<file path="src/rtl/ysyx_22050710_pre_if_stage.sv">
// Pre-IF stage: owns the fetch PC, offers it to the fetch stage and applies
// exception/branch redirects. It counts accepted fetches and stops for good on ebreak.
//
// state   | meaning
// --------+-----------------------------------------------------------
// ST_BOOT | first cycle after reset, nothing offered to fetch
// ST_RUN  | PC offered each cycle, redirects and increments applied
// ST_HALT | ebreak retired, fetch stopped and PC frozen until reset
module ysyx_22050710_pre_if_stage #(
    parameter int               PC_WD  = 64,
    parameter logic [PC_WD-1:0] RST_PC = PC_WD'(64'h0000_0000_8000_0000)
) (
    input  logic             i_clk,
    input  logic             i_rst,
    input  logic             i_fs_allowin,
    input  logic             i_redirect_valid,
    input  logic [PC_WD-1:0] i_redirect_target,
    input  logic             i_exc_valid,
    input  logic [PC_WD-1:0] i_exc_target,
    input  logic             i_halt,
    output logic             o_to_fs_valid,
    output logic [PC_WD-1:0] o_fs_pc,
    output logic [63:0]      o_fetch_cnt,
    output logic             o_halted
);

    localparam logic [1:0] ST_BOOT = 2'd0;
    localparam logic [1:0] ST_RUN  = 2'd1;
    localparam logic [1:0] ST_HALT = 2'd2;

    logic [1:0]       state;
    logic [PC_WD-1:0] fetch_pc;
    logic [63:0]      fetch_cnt;
    logic             in_run;
    logic             transfer;

    assign in_run = (state == ST_RUN);

    // The PC on the wrong path is squashed in the cycle that a redirect or halt arrives.
    assign o_to_fs_valid = in_run & ~i_exc_valid & ~i_redirect_valid & ~i_halt;
    assign transfer      = o_to_fs_valid & i_fs_allowin;

    always_ff @(posedge i_clk) begin
        if (i_rst) begin
            state     <= ST_BOOT;
            fetch_pc  <= RST_PC;
            fetch_cnt <= '0;
        end else begin
            case (state)
                ST_BOOT: state <= i_halt ? ST_HALT : ST_RUN;
                ST_RUN:  if (i_halt) state <= ST_HALT;
                default: state <= ST_HALT;
            endcase

            // A redirect still loads when halt arrives with it, so debug can read the target.
            if (in_run) begin
                if (i_exc_valid)
                    fetch_pc <= i_exc_target;
                else if (i_redirect_valid)
                    fetch_pc <= i_redirect_target;
                else if (transfer)
                    fetch_pc <= fetch_pc + PC_WD'(4);
            end

            if (transfer)
                fetch_cnt <= fetch_cnt + 64'd1;
        end
    end

    assign o_fs_pc     = fetch_pc;
    assign o_fetch_cnt = fetch_cnt;
    assign o_halted    = (state == ST_HALT);

endmodule

</file>
<file path="config.mk">
export PLATFORM = sky130hd
export DESIGN_NAME = ysyx_22050710_pre_if_stage
export DESIGN_NICKNAME = d
export VERILOG_FILES = /design/src/rtl/ysyx_22050710_pre_if_stage.sv
export SDC_FILE = /design/constraint.sdc
export NUM_CORES = 1
export LEC_CHECK = 0
export ABC_AREA = 1
export CORE_MARGIN = 10
export CORE_UTILIZATION = 44
export DETAILED_ROUTE_END_ITERATION = 12
export GPL_TIMING_DRIVEN = 1
export PLACE_DENSITY = 0.78
export SYNTH_ARGS = -nofsm -noshare
export SYNTH_HDL_FRONTEND = slang
export SYNTH_SLANG_ARGS = --single-unit
</file>
<file path="constraint.sdc">
create_clock -name i_clk -period 1.9 [get_ports i_clk]
set_clock_uncertainty 0.2 [all_clocks]
set_input_delay 0.38 -clock i_clk [delete_from_list [all_inputs] [get_ports i_clk]]
set_output_delay 0.38 -clock i_clk [all_outputs]
set_load 0.01 [all_outputs]
</file>
==> metrics.md <==
| Metric | Value |
|---|---|
| Initial antenna violation count | `0` |
| I/O pin count | `approximately 260` |
| Register area share after synthesis | `roughly 28%` |
| Synth async-reset ratio | `0%` |
| Sink Count | `130` |
| Gate count after technology mapping | `1,522` |
| R2R cell count | `11` |
| Crit Reg-Reg Startpoint | `o_fs_pc[20]` |
| TritonCTS Buffers | `17` |
| VDD IR-drop max | `between 0.0005 and 0.0006 V` |
| Hold Violations, Final | `0` |
| Status | `complete, but fails checks` |
| CP most frequent cell | `nand2_1` |
| Starting Density | `44.5%` |
| RSZ-0062 raised after global routing | `yes` |
| Drt total wl | `43,000 um` |
| Crit-path max FO | `4` |
| Drt drc | `0` |
| Net count, final | `2,100` |
| Placed inst area | `13,700 sq um` |
| Grt ovf | `0` |
| Post-Syn Nets | `1,658` |
| Area Growth Syn to Fin | `60.9%` |
| Vias post-DR | `12,351` |
| Final min period | `1.93 ns` |
| Rel. slew slack | `roughly 67%` |
| Largest net degree at the start of global routing | `56` |
| Grt met2 use | `around half` |
| Core Rows | `53` |
| CTS tree | `done` |
| Pwr dens | `498 nW/um^2` |
| Yosys top cell area share | `approximately 28%` |
| Cell taking the most area after synthesis | `dfxtp_1` |
| Worst Hold Depth | `2` |
| Arrival time of the worst setup path | `between 2 and 2.5 ns` |
| CP Data Required Time | `2.07 ns` |
| Syn avg cell area | `6.13 sq um` |
| Hold Crit Class | `in2reg` |
| Ranking of synthesized cells by area | `dfxtp_1 (28%), nand2_1 (20%), nor2_1 (9.1%), a21oi_1 (5.8%), o21ai_0 (4.6%)` |
| Clock-pin slew on the worst setup and hold paths | `0.07 ns` |
| Detailed Place HPWL | `33,100 um` |
| Slowest-stage cell, CP | `dfxtp_2` |
| Number of global-route vias before repair | `approximately 12,000` |
| Final setup viols | `6` |
| Primary FF master, synth | `dfxtp_1` |
| Die width | `166 um` |
| GRT busiest layer | `met2` |
| Compound-Gate Fraction of Synth Area | `between 10% and 20%` |
| Main combinational cell family by area after synthesis | `simple AND/OR/NAND/NOR gates` |
| Syn. warnings | `0` |
| Post-synthesis adder-cell area fraction | `less than 1%` |
| Multiplexer share of the synthesized area | `0%` |
| Cell Chain, Critical Path | `nand2_1, nor2_1, nand2_1, nor2_1, nand2_2, buf_4, inv_1, nand2_1, nand2_1, nand3_1, a21oi_1` |
| Clock root cell | `clkbuf_16` |
| Die area | `around 27,000 sq um` |
| P_leak | `5.97 nW` |
| WL per Instance | `roughly 19 um` |
| Layout cells sized above 1 | `28.9%` |
| PnR Total Power | `7.47 mW` |
| Met3 usage | `4.07%` |
| Failing checks | `negative setup slack` |
| CTS H-Tree Depth | `4` |
| Post-Synth XOR/XNOR Area | `4.04%` |
| Slew Viols, Final | `0` |
| Via density | `5.48` |
| Max incr delay on CP | `0.38 ns` |
| Met1 Usage GRT | `a little over a third` |
| ANT cells | `0` |
| Final Instance Area | `15,000 sq um` |
| Worst hold start | `i_halt` |
| Synth Cell Area | `9330 sq um` |
| Worst setup SP type | `flip-flop` |
| DIE HEIGHT | `166 um` |
| 1st-iter DRT viols | `989` |
| Critical path endpoint category | `flip-flop` |
| CP startpoint | `o_fs_pc[20]` |
| Setup_tns | `-0.0832 ns` |
| Post-Synth Simple-Gate Area | `41.8%` |
| Post-synth cell types | `39` |
| Synth Register Bits | `130` |
| Worst-Margin Slew | `0.493 ns` |
| Detailed Routing Iterations Pass 1 | `5` |
| Period utilization | `101%` |
| FMAX | `between 500 and 600 MHz` |
| Skew-Pair Late Insertion Delay | `0.44 ns` |
| GP Congestion | `0.987` |
| GRT Util Overall | `29.1%` |
| First-pass GRT wire length | `66,000 um` |
| MaxCap Viol Count | `0` |
| Number of flops mapped to enable cells by yosys | `0` |
| WS Path Type | `reg2reg` |
| I/O Buffers | `263` |
| Final ANT Viol Nets | `0` |
| Buffer depth of the longest clock path | `2` |
| Fin worst setup slack | `-0.0283 ns` |
| Core area | `21,000 sq um` |
==> kinds of logic (layout without fill, tap and decap cells) <==
group | Yosys count | count (layout)
simple gates | 902 | 902
compound gates | 284 | 284
buf+inv | 161 | 616
flops | 130 | 130
xor+xnor | 43 | 43
fa+ha+maj | 2 | 2
==> report_power, final <==
group / switching [mW] / internal, mW
Sequential: 0.113 / 2.82
Combinational: 0.570 / 0.624
Clock: 1.51 / 1.84
Total: 2.19 / 5.28
==> timing repair <==
| action | CTS | global route |
|---|---|---|
| setup endpoints to repair | 171 | 114 |
| pin swaps | 8 | 23 |
| setup buffers | 3 | 8 |
| hold buffers | 0 | 0 |
| endpoints found under the hold margin | 0 | 0 |
| resized for setup | 227 | 183 |
==> flip-flops by register name, summed over array words and instances (netlist names) <==
signal and flops:
state 2, o_fs_pc 64, o_fetch_cnt 64
==> critical path, delay by kind of cell, from the launching register on <==
| family | cells | cell delay, ns |
|---|---|---|
| AND/OR/NAND/NOR | 8 | 0.85 |
| buffers and inverters | 2 | 0.24 |
| AO/OA/AOI/OAI | 1 | 0.18 |
| flip-flops | 1 | 0.38 |
==> per-stage QoR <==
step	utilization [%]	worst slack [ns]	cells	hold WS [ns]
after floorplan	-	0.0197	1522	0.257
after global placement	65.3	-0.599	2209	0.285
after detailed placement	65.3	-0.661	2209	0.292
after CTS	68.5	-0.100	2244	0.226
after global routing	71.6	-0.140	2252	0.0249
final	71.6	-0.0283	2252	0.00662
==> cell usage after synthesis, drive strengths merged (2+ instances only) <==
cell and instances:
a31oi 3, o21bai 18, and2 2, dfxtp 130, inv 105, xnor2 33, o21a 2, ha 2
o21ai 88, buf 23, a41oi 6, nand2 515, a21oi 110, nor3 8, nor2 271, a221oi 54
nand3 75, nand4 29, clkbuf 33, xor2 10
==> metal layers <==
metal	vias up	part of all wire (%)
met5	-	0
met4	0	3.6
met3	95	6.1
met2	578	49
met1	5754	41
li1	5924	-
==> layout make-up <==
class | count | area, sq um
multi-input cells | 1231 | 6770
clock inverters | 15 | 148
flip-flops and latches | 130 | 2720
inverters | 105 | 394
clock buffers | 17 | 425
fillers | 1821 | 5950
repair buffers | 479 | 4200
well taps | 275 | 344
==> cell usage in the layout, fill, tap and decap left out, types with 44 or more instances in the layout <==
cell and count:
nand2_1 458, buf_4 204, nor2_1 164, clkdlybuf4s50_1 129, dlygate4sd2_1 127, a21oi_1 103, inv_1 93, o21ai_0 81
dfxtp_2 81, nand3_1 70, nor2_2 61, nor2_4 46, dfxtp_1 44
==> worst paths after layout <==
| path | endpoint | slack, ns |
|---|---|---|
| worst max-delay path | o_fs_pc[60] | -0.03 |
| worst min-delay path | state[0] | 0.007 |
| worst max register to register | o_fs_pc[60] | -0.03 |
| worst min register to register | o_fetch_cnt[4] | 0.29 |
Power figures use the tool's default switching activity.
